## config.mk

```make
export PLATFORM = sky130hd
export DESIGN_NAME = wb_store_buffer_flat
export DESIGN_NICKNAME = d
export VERILOG_FILES = /design/src/rtl/wb_store_buffer_if.sv /design/src/rtl/wb_store_buffer.sv /design/src/flat_wrapper.sv
export SDC_FILE = /design/constraint.sdc
export NUM_CORES = 1
export LEC_CHECK = 0
export ABC_CLOCK_PERIOD_IN_PS = 2500
export CELL_PAD_IN_SITES_DETAIL_PLACEMENT = 0
export CELL_PAD_IN_SITES_GLOBAL_PLACEMENT = 2
export CORE_MARGIN = 1.5
export CORE_UTILIZATION = 40
export CTS_BUF_LIST = sky130_fd_sc_hd__clkbuf_4 sky130_fd_sc_hd__clkbuf_8
export DETAILED_ROUTE_END_ITERATION = 16
export PLACE_DENSITY_LB_ADDON = 0.1
export SETUP_SLACK_MARGIN = 0.2
export SYNTH_ARGS = -nofsm -noshare
export SYNTH_HDL_FRONTEND = slang
export SYNTH_SLANG_ARGS = --single-unit
```

## constraint.sdc

```tcl
create_clock -name clk -period 2.5 [get_ports clk]
set_clock_uncertainty 0.15 [all_clocks]
set_input_delay 0.25 -clock clk [delete_from_list [all_inputs] [get_ports clk]]
set_output_delay 0.25 -clock clk [all_outputs]
set_load 0.02 [all_outputs]
```

## src/rtl/wb_store_buffer_if.sv

```systemverilog
// wb_store_buffer_if: bundles the LSU store-request handshake and the
// Wishbone master bus of the store buffer.
//   master : the store buffer's view (accepts requests, drives the bus)
//   slave  : the environment's view (LSU request side plus Wishbone slave)
interface wb_store_buffer_if #(
  parameter int DATA_WIDTH = 32,
  parameter int ADDR_WIDTH = 32
) ();

  localparam int SEL_W = DATA_WIDTH / 8;

  // LSU store request channel
  logic                  req_valid_i;
  logic                  req_ready_o;
  logic [ADDR_WIDTH-1:0] req_addr_i;
  logic [DATA_WIDTH-1:0] req_data_i;
  logic [SEL_W-1:0]      req_we_i;

  // Wishbone write channel
  logic                  wb_cyc_o;
  logic                  wb_stb_o;
  logic                  wb_we_o;
  logic [ADDR_WIDTH-1:0] wb_adr_o;
  logic [DATA_WIDTH-1:0] wb_dat_o;
  logic [SEL_W-1:0]      wb_sel_o;
  logic                  wb_gnt_i;
  logic                  wb_ack_i;
  logic                  wb_err_i;

  modport master (
    input  req_valid_i,
    input  req_addr_i,
    input  req_data_i,
    input  req_we_i,
    output req_ready_o,
    output wb_cyc_o,
    output wb_stb_o,
    output wb_we_o,
    output wb_adr_o,
    output wb_dat_o,
    output wb_sel_o,
    input  wb_gnt_i,
    input  wb_ack_i,
    input  wb_err_i
  );

  modport slave (
    output req_valid_i,
    output req_addr_i,
    output req_data_i,
    output req_we_i,
    input  req_ready_o,
    input  wb_cyc_o,
    input  wb_stb_o,
    input  wb_we_o,
    input  wb_adr_o,
    input  wb_dat_o,
    input  wb_sel_o,
    output wb_gnt_i,
    output wb_ack_i,
    output wb_err_i
  );

endinterface

```

## src/rtl/wb_store_buffer.sv

```systemverilog
// wb_store_buffer: in-order store FIFO of DEPTH entries that drains one
// entry at a time as Wishbone write cycles, so stores retire without
// stalling the core. empty_o doubles as the drain/fence indicator.
//
// Optional feature macro: STORE_FWD_EN
//   defined   -> combinational store-to-load forwarding lookup on fwd_addr_i
//   undefined -> fwd_hit_o / fwd_data_o / fwd_sel_o tied to 0
module wb_store_buffer #(
  parameter  int DATA_WIDTH = 32,
  parameter  int ADDR_WIDTH = 32,
  parameter  int DEPTH      = 4,
  localparam int SEL_W      = DATA_WIDTH / 8,
  localparam int CNT_W      = $clog2(DEPTH) + 1
) (
  input  logic                  clk,
  input  logic                  rstn_i,
  wb_store_buffer_if.master     bus,
  output logic [CNT_W-1:0]      count_o,
  output logic                  empty_o,
  output logic                  err_o,
  input  logic [ADDR_WIDTH-1:0] fwd_addr_i,
  output logic                  fwd_hit_o,
  output logic [DATA_WIDTH-1:0] fwd_data_o,
  output logic [SEL_W-1:0]      fwd_sel_o
);

  localparam int PTR_W = $clog2(DEPTH);

  localparam logic [0:0] ST_IDLE = 1'b0;
  localparam logic [0:0] ST_BUS  = 1'b1;

  // FIFO storage
  logic [ADDR_WIDTH-1:0] r_addr [DEPTH];
  logic [DATA_WIDTH-1:0] r_data [DEPTH];
  logic [SEL_W-1:0]      r_sel  [DEPTH];

  // FIFO bookkeeping and bus FSM
  logic [PTR_W-1:0] r_wrPtr;
  logic [PTR_W-1:0] r_rdPtr;
  logic [CNT_W-1:0] r_count;
  logic [0:0]       r_state;
  logic [0:0]       w_stateNext;

  logic w_ready;
  logic w_push;
  logic w_stb;
  logic w_pop;

  // Space is judged from the registered count only, so a same-cycle pop
  // never lets a full buffer accept.
  assign w_ready = (r_count < CNT_W'(DEPTH));

  // An all-zero byte-enable request completes the handshake but stores nothing.
  assign w_push  = bus.req_valid_i && w_ready && (|bus.req_we_i);

  // Strobe follows the grant while a cycle is in progress; losing the grant
  // simply holds the head entry.
  assign w_stb   = (r_state == ST_BUS) && bus.wb_gnt_i;

  // Either termination retires the head entry; error entries are not retried.
  assign w_pop   = w_stb && (bus.wb_ack_i || bus.wb_err_i);

  // Next-state logic: enter BUS whenever work is pending, leave only after
  // the last entry retires with nothing new arriving.
  always_comb begin
    w_stateNext = r_state;
    case (r_state)
      ST_IDLE: begin
        if (r_count != '0) begin
          w_stateNext = ST_BUS;
        end
      end
      ST_BUS: begin
        if (w_pop && (r_count == CNT_W'(1)) && !w_push) begin
          w_stateNext = ST_IDLE;
        end
      end
      default: w_stateNext = ST_IDLE;
    endcase
  end

  // FSM state register; reset aborts any bus cycle immediately.
  always_ff @(posedge clk or negedge rstn_i) begin
    if (!rstn_i) begin
      r_state <= ST_IDLE;
    end else begin
      r_state <= w_stateNext;
    end
  end

  // Pointer and occupancy update; both pointers wrap naturally at DEPTH.
  always_ff @(posedge clk or negedge rstn_i) begin
    if (!rstn_i) begin
      r_wrPtr <= '0;
      r_rdPtr <= '0;
      r_count <= '0;
    end else begin
      if (w_push) begin
        r_wrPtr <= r_wrPtr + PTR_W'(1);
      end
      if (w_pop) begin
        r_rdPtr <= r_rdPtr + PTR_W'(1);
      end
      if (w_push && !w_pop) begin
        r_count <= r_count + CNT_W'(1);
      end else if (w_pop && !w_push) begin
        r_count <= r_count - CNT_W'(1);
      end
    end
  end

  // Entry payload write; contents are only meaningful while counted valid,
  // so the storage itself needs no reset.
  always_ff @(posedge clk) begin
    if (w_push) begin
      r_addr[r_wrPtr] <= bus.req_addr_i;
      r_data[r_wrPtr] <= bus.req_data_i;
      r_sel[r_wrPtr]  <= bus.req_we_i;
    end
  end

  // Bus and status outputs, all driven from the head entry and registered state.
  assign bus.req_ready_o = w_ready;
  assign bus.wb_cyc_o    = (r_state == ST_BUS) || (r_count != '0);
  assign bus.wb_stb_o    = w_stb;
  assign bus.wb_we_o     = 1'b1;
  assign bus.wb_adr_o    = r_addr[r_rdPtr];
  assign bus.wb_dat_o    = r_data[r_rdPtr];
  assign bus.wb_sel_o    = w_stb ? r_sel[r_rdPtr] : '0;

  assign count_o = r_count;
  assign empty_o = (r_count == '0);
  assign err_o   = w_stb && bus.wb_err_i;

`ifdef STORE_FWD_EN
  localparam int OFF = $clog2(SEL_W);

  logic [PTR_W-1:0]      w_fwdIdx;
  logic                  w_fwdHit;
  logic [DATA_WIDTH-1:0] w_fwdData;
  logic [SEL_W-1:0]      w_fwdSel;

  // Scan entries oldest to youngest so the youngest word-address match wins;
  // the head still counts as valid in the cycle it is popped.
  always_comb begin
    w_fwdIdx  = r_rdPtr;
    w_fwdHit  = 1'b0;
    w_fwdData = '0;
    w_fwdSel  = '0;
    for (int i = 0; i < DEPTH; i++) begin
      w_fwdIdx = r_rdPtr + PTR_W'(i);
      if ((CNT_W'(i) < r_count) &&
          (r_addr[w_fwdIdx][ADDR_WIDTH-1:OFF] == fwd_addr_i[ADDR_WIDTH-1:OFF])) begin
        w_fwdHit  = 1'b1;
        w_fwdData = r_data[w_fwdIdx];
        w_fwdSel  = r_sel[w_fwdIdx];
      end
    end
  end

  assign fwd_hit_o  = w_fwdHit;
  assign fwd_data_o = w_fwdData;
  assign fwd_sel_o  = w_fwdSel;
`else
  assign fwd_hit_o  = 1'b0;
  assign fwd_data_o = '0;
  assign fwd_sel_o  = '0;
`endif

endmodule

```

## src/flat_wrapper.sv

```systemverilog
// flat-port wrapper written by rule: the top's interface ports become plain ports
module wb_store_buffer_flat 
#(
  parameter  int DATA_WIDTH = 32,
  parameter  int ADDR_WIDTH = 32,
  parameter  int DEPTH      = 4,
  localparam int SEL_W      = DATA_WIDTH / 8,
  localparam int CNT_W      = $clog2(DEPTH) + 1
)
  (clk, rstn_i, count_o, empty_o, err_o, fwd_addr_i, fwd_hit_o, fwd_data_o, fwd_sel_o, bus_req_valid_i, bus_req_addr_i, bus_req_data_i, bus_req_we_i, bus_req_ready_o, bus_wb_cyc_o, bus_wb_stb_o, bus_wb_we_o, bus_wb_adr_o, bus_wb_dat_o, bus_wb_sel_o, bus_wb_gnt_i, bus_wb_ack_i, bus_wb_err_i);
  wb_store_buffer_if #(.DATA_WIDTH(DATA_WIDTH), .ADDR_WIDTH(ADDR_WIDTH)) bus_i ();
  input  logic clk;
  input  logic rstn_i;
  output logic [CNT_W-1:0] count_o;
  output logic empty_o;
  output logic err_o;
  input  logic [ADDR_WIDTH-1:0] fwd_addr_i;
  output logic fwd_hit_o;
  output logic [DATA_WIDTH-1:0] fwd_data_o;
  output logic [SEL_W-1:0] fwd_sel_o;
  input wire logic [$bits(bus_i.req_valid_i)-1:0] bus_req_valid_i;
  input wire logic [$bits(bus_i.req_addr_i)-1:0] bus_req_addr_i;
  input wire logic [$bits(bus_i.req_data_i)-1:0] bus_req_data_i;
  input wire logic [$bits(bus_i.req_we_i)-1:0] bus_req_we_i;
  output wire logic [$bits(bus_i.req_ready_o)-1:0] bus_req_ready_o;
  output wire logic [$bits(bus_i.wb_cyc_o)-1:0] bus_wb_cyc_o;
  output wire logic [$bits(bus_i.wb_stb_o)-1:0] bus_wb_stb_o;
  output wire logic [$bits(bus_i.wb_we_o)-1:0] bus_wb_we_o;
  output wire logic [$bits(bus_i.wb_adr_o)-1:0] bus_wb_adr_o;
  output wire logic [$bits(bus_i.wb_dat_o)-1:0] bus_wb_dat_o;
  output wire logic [$bits(bus_i.wb_sel_o)-1:0] bus_wb_sel_o;
  input wire logic [$bits(bus_i.wb_gnt_i)-1:0] bus_wb_gnt_i;
  input wire logic [$bits(bus_i.wb_ack_i)-1:0] bus_wb_ack_i;
  input wire logic [$bits(bus_i.wb_err_i)-1:0] bus_wb_err_i;
  assign bus_i.req_valid_i = bus_req_valid_i;
  assign bus_i.req_addr_i = bus_req_addr_i;
  assign bus_i.req_data_i = bus_req_data_i;
  assign bus_i.req_we_i = bus_req_we_i;
  assign bus_req_ready_o = bus_i.req_ready_o;
  assign bus_wb_cyc_o = bus_i.wb_cyc_o;
  assign bus_wb_stb_o = bus_i.wb_stb_o;
  assign bus_wb_we_o = bus_i.wb_we_o;
  assign bus_wb_adr_o = bus_i.wb_adr_o;
  assign bus_wb_dat_o = bus_i.wb_dat_o;
  assign bus_wb_sel_o = bus_i.wb_sel_o;
  assign bus_i.wb_gnt_i = bus_wb_gnt_i;
  assign bus_i.wb_ack_i = bus_wb_ack_i;
  assign bus_i.wb_err_i = bus_wb_err_i;
  wb_store_buffer #(.DATA_WIDTH(DATA_WIDTH), .ADDR_WIDTH(ADDR_WIDTH), .DEPTH(DEPTH)) u_core (.clk(clk), .rstn_i(rstn_i), .bus(bus_i), .count_o(count_o), .empty_o(empty_o), .err_o(err_o), .fwd_addr_i(fwd_addr_i), .fwd_hit_o(fwd_hit_o), .fwd_data_o(fwd_data_o), .fwd_sel_o(fwd_sel_o));
endmodule
```

==> flow_metrics.tcl <==
set metrics [dict create \
    status "finished, violations left" \
    violations "setup timing" \
    grt_overflow 0 \
    grt_use_met3_pct 4.65 \
    endpoint_kind "output pin" \
    place_congestion 0.690 \
    dieArea_mm2 0.0275 \
    yosys.cell_types.count 25 \
    core_area_mm2 0.0261 \
    drt_iter0_drc 299 \
    worstRegToRegCells 4 \
    port_buffers 149 \
    drtPass1Iterations 5 \
    multiInputGateArea_mm2 0.00201 \
    via_count 5083 \
    irDropWorstVdd_uv 593 \
    diodes 0 \
    antenna_found_initial 2 \
    fin_tns_setup_ns -0.0212 \
    row_count 59 \
    cts_max_level 2 \
    die_w_um 166 \
    clk_path_buf_depth 3 \
    crit_fanout 7 \
    antenna_left 0 \
    cts_root_buf "clkbuf_8" \
    power.density_mw_per_mm2 1180 \
    cp.arrival_ns 2.11 \
    slew_viol_final 0 \
    nets 789 \
    grt_pass1_vias 5551 \
    ys_ff_latch 280 \
    syn2layout_area_growth_pct 33.1 \
    grt_usage_pct 15.6 \
    grt_setup_unrepaired "true" \
    die_y_um 166 \
    max_freq_mhz 399 \
    cp-start-kind "flop" \
    cts_tree "done" \
    n_fill_cell 2066 \
    fin_crit_ns 2.51 \
    yosysSeqAreaShare_pct 78.8 \
    fin_crit_sh_pct 100 \
    dp_hpwl_um 12400 \
    grt_use_met2_pct 25.5 \
    grt_max_degree 30 \
    cts_made_buffers 47 \
    syn_avg_cell_area_um2 23.6 \
    routedWlPerCell_um 20.4 \
    crit_type "flop to output pin" \
    min_path_type "input pin to flop" \
    worstPathRequired_ns 2.10 \
    vias_per_cell 4.85 \
    yosysWarnings 0 \
    insertion_delay_ns 0.55 \
    drv_cap 0 \
    initial_core_util_pct 40.7 \
    seqCellArea_mm2 0.00838 \
    clkTransAtPathRegs_ns 0.06 \
    setup_viol 4 \
    syn_inst 449 \
    drive_gt1_share_pct 37.8 \
    busiest_layer "met2" \
    p_leak_nw 4.90 \
    setup_ws_ns -0.00806 \
    syn-cell-area_mm2 0.0106 \
    drc 0 \
    min_path_cells 1 \
    clock-sinks 280 \
    hold_viol 0 \
    holdWs_ns 0.181 \
    num_io_pins 220 \
    grt_pass1_wl_um 32500 \
    routed_wl_um 21300 \
    use_met1_pct 20.0 \
]
cell usage in the layout, fill, tap and decap left out, drive strengths merged, types with 5 or more instances in the layout:
cell and n:
clkbuf 71, edfxtp 272, conb 38, and2 9
inv 7, mux4 68, xnor2 5, clkinv 14
dfrtp 8, clkdlybuf4s50 78, buf 113, ha 9
what timing repair did:
action,CTS,global route
setup endpoints to repair,70,69
cloned,6,1
pin swaps,0,0
gates resized for setup,425,8
hold endpoints to repair,8,0
setup buffers,12,2
hold buffers,1,0
critical path: stages (launching register included):
cell and delay [ns]:
dfrtp_4 0.52, buf_12 0.15, buf_12 0.13, buf_16 0.14, mux4_2 0.45, buf_6 0.15
path summary, 6_finish.rpt:
kind / startpoint / end / slack, ns
max in group asynchronous: rstn_i / u_core.r_rdPtr[1] / 1.52
worst max-delay path: u_core.r_rdPtr[0] / bus_wb_adr_o[10] / -0.008
worst min-delay path: bus_req_addr_i[0] / u_core.r_addr[3][0] / 0.18
min in group asynchronous: rstn_i / u_core.count_o[1] / 0.37
worst min register to register: u_core.count_o[0] / u_core.count_o[0] / 0.38
worst max register to register: u_core.count_o[2] / u_core.r_data[2][18] / 0.65
report_power, final:
group | total, mW | switching (mW) | internal (mW)
logic | 6.59 | 3.05 | 3.54
clock network | 3.95 | 1.73 | 2.22
registers | 6.08 | 0.230 | 5.85
Yosys cell counts:
library cell,instances,area share [%]
buf_6,1,0.11
buf_2,8,0.38
or4_1,1,0.071
edfxtp_1,272,77
and2_2,4,0.28
nor2_1,1,0.035
xnor2_1,5,0.41
nand2b_1,1,0.059
and2_1,5,0.29
nor2b_1,1,0.059
xor2_1,1,0.083
nand2_1,1,0.035
o211ai_1,1,0.071
buf_4,38,2.7
and3_1,2,0.12
mux2i_1,1,0.094
o21ai_0,2,0.094
mux2_2,1,0.11
clkbuf_1,9,0.32
inv_1,6,0.21
ha_1,9,1.1
conb_1,2,0.071
dfrtp_1,8,1.9
o41a_1,1,0.11
mux4_2,68,14
metal layers:
metal  routed length (µm)  share of wire (%)  vias up
met2                10500                 49      177
met1                 8900                 42     2623
li1                     -                  -     2240
met3                 1470                6.9       39
met5                   31               0.15        -
met4                  408                1.9        4
cell families (layout without fill, tap and decap cells):
logic type	count (synthesis)	count (layout)	synth area share, %
flip-flops	280	280	78.8
buffers and inverters	62	289	3.70
AND/OR/NAND/NOR	16	16	0.955
multiplexers	70	70	14.6
other	2	38	0.0707
XOR/XNOR	6	6	0.495
adder cells (fa/ha/maj)	9	9	1.06
AO/OA/AOI/OAI	4	4	0.271
state kept, by name, summed over array words and instances, names as in the netlist:
| signal | flops |
|---|---|
| u_core.r_addr | 128 |
| u_core.count_o | 3 |
| u_core.r_state | 1 |
| u_core.r_sel | 16 |
| u_core.r_data | 128 |
| u_core.r_rdPtr | 2 |
| u_core.r_wrPtr | 2 |
per-stage QoR:
stage,util (%),cells,worst slack [ns],cell area [µm²],total power [mW]
floorplan,-,485,0.0518,10800,9.26
global placement,48.8,938,0.0613,12700,11.8
detailed placement,48.8,938,0.0532,12700,11.8
CTS,53.9,1044,-0.0706,14100,16.8
global route,54.2,1047,-0.0873,14100,17.4
finish,54.2,1047,-0.00806,14100,16.6
cell type report:
class | count | share of cell area [%]
Clock inverter | 17 | 0.717
Tap cell | 335 | 2.97
Inverter | 6 | 0.159
Clock buffer | 70 | 5.84
Timing Repair Buffer | 196 | 16.8
Multi-Input combinational cell | 143 | 14.2
Sequential cell | 280 | 59.3
Power figures use the tool's default switching activity.
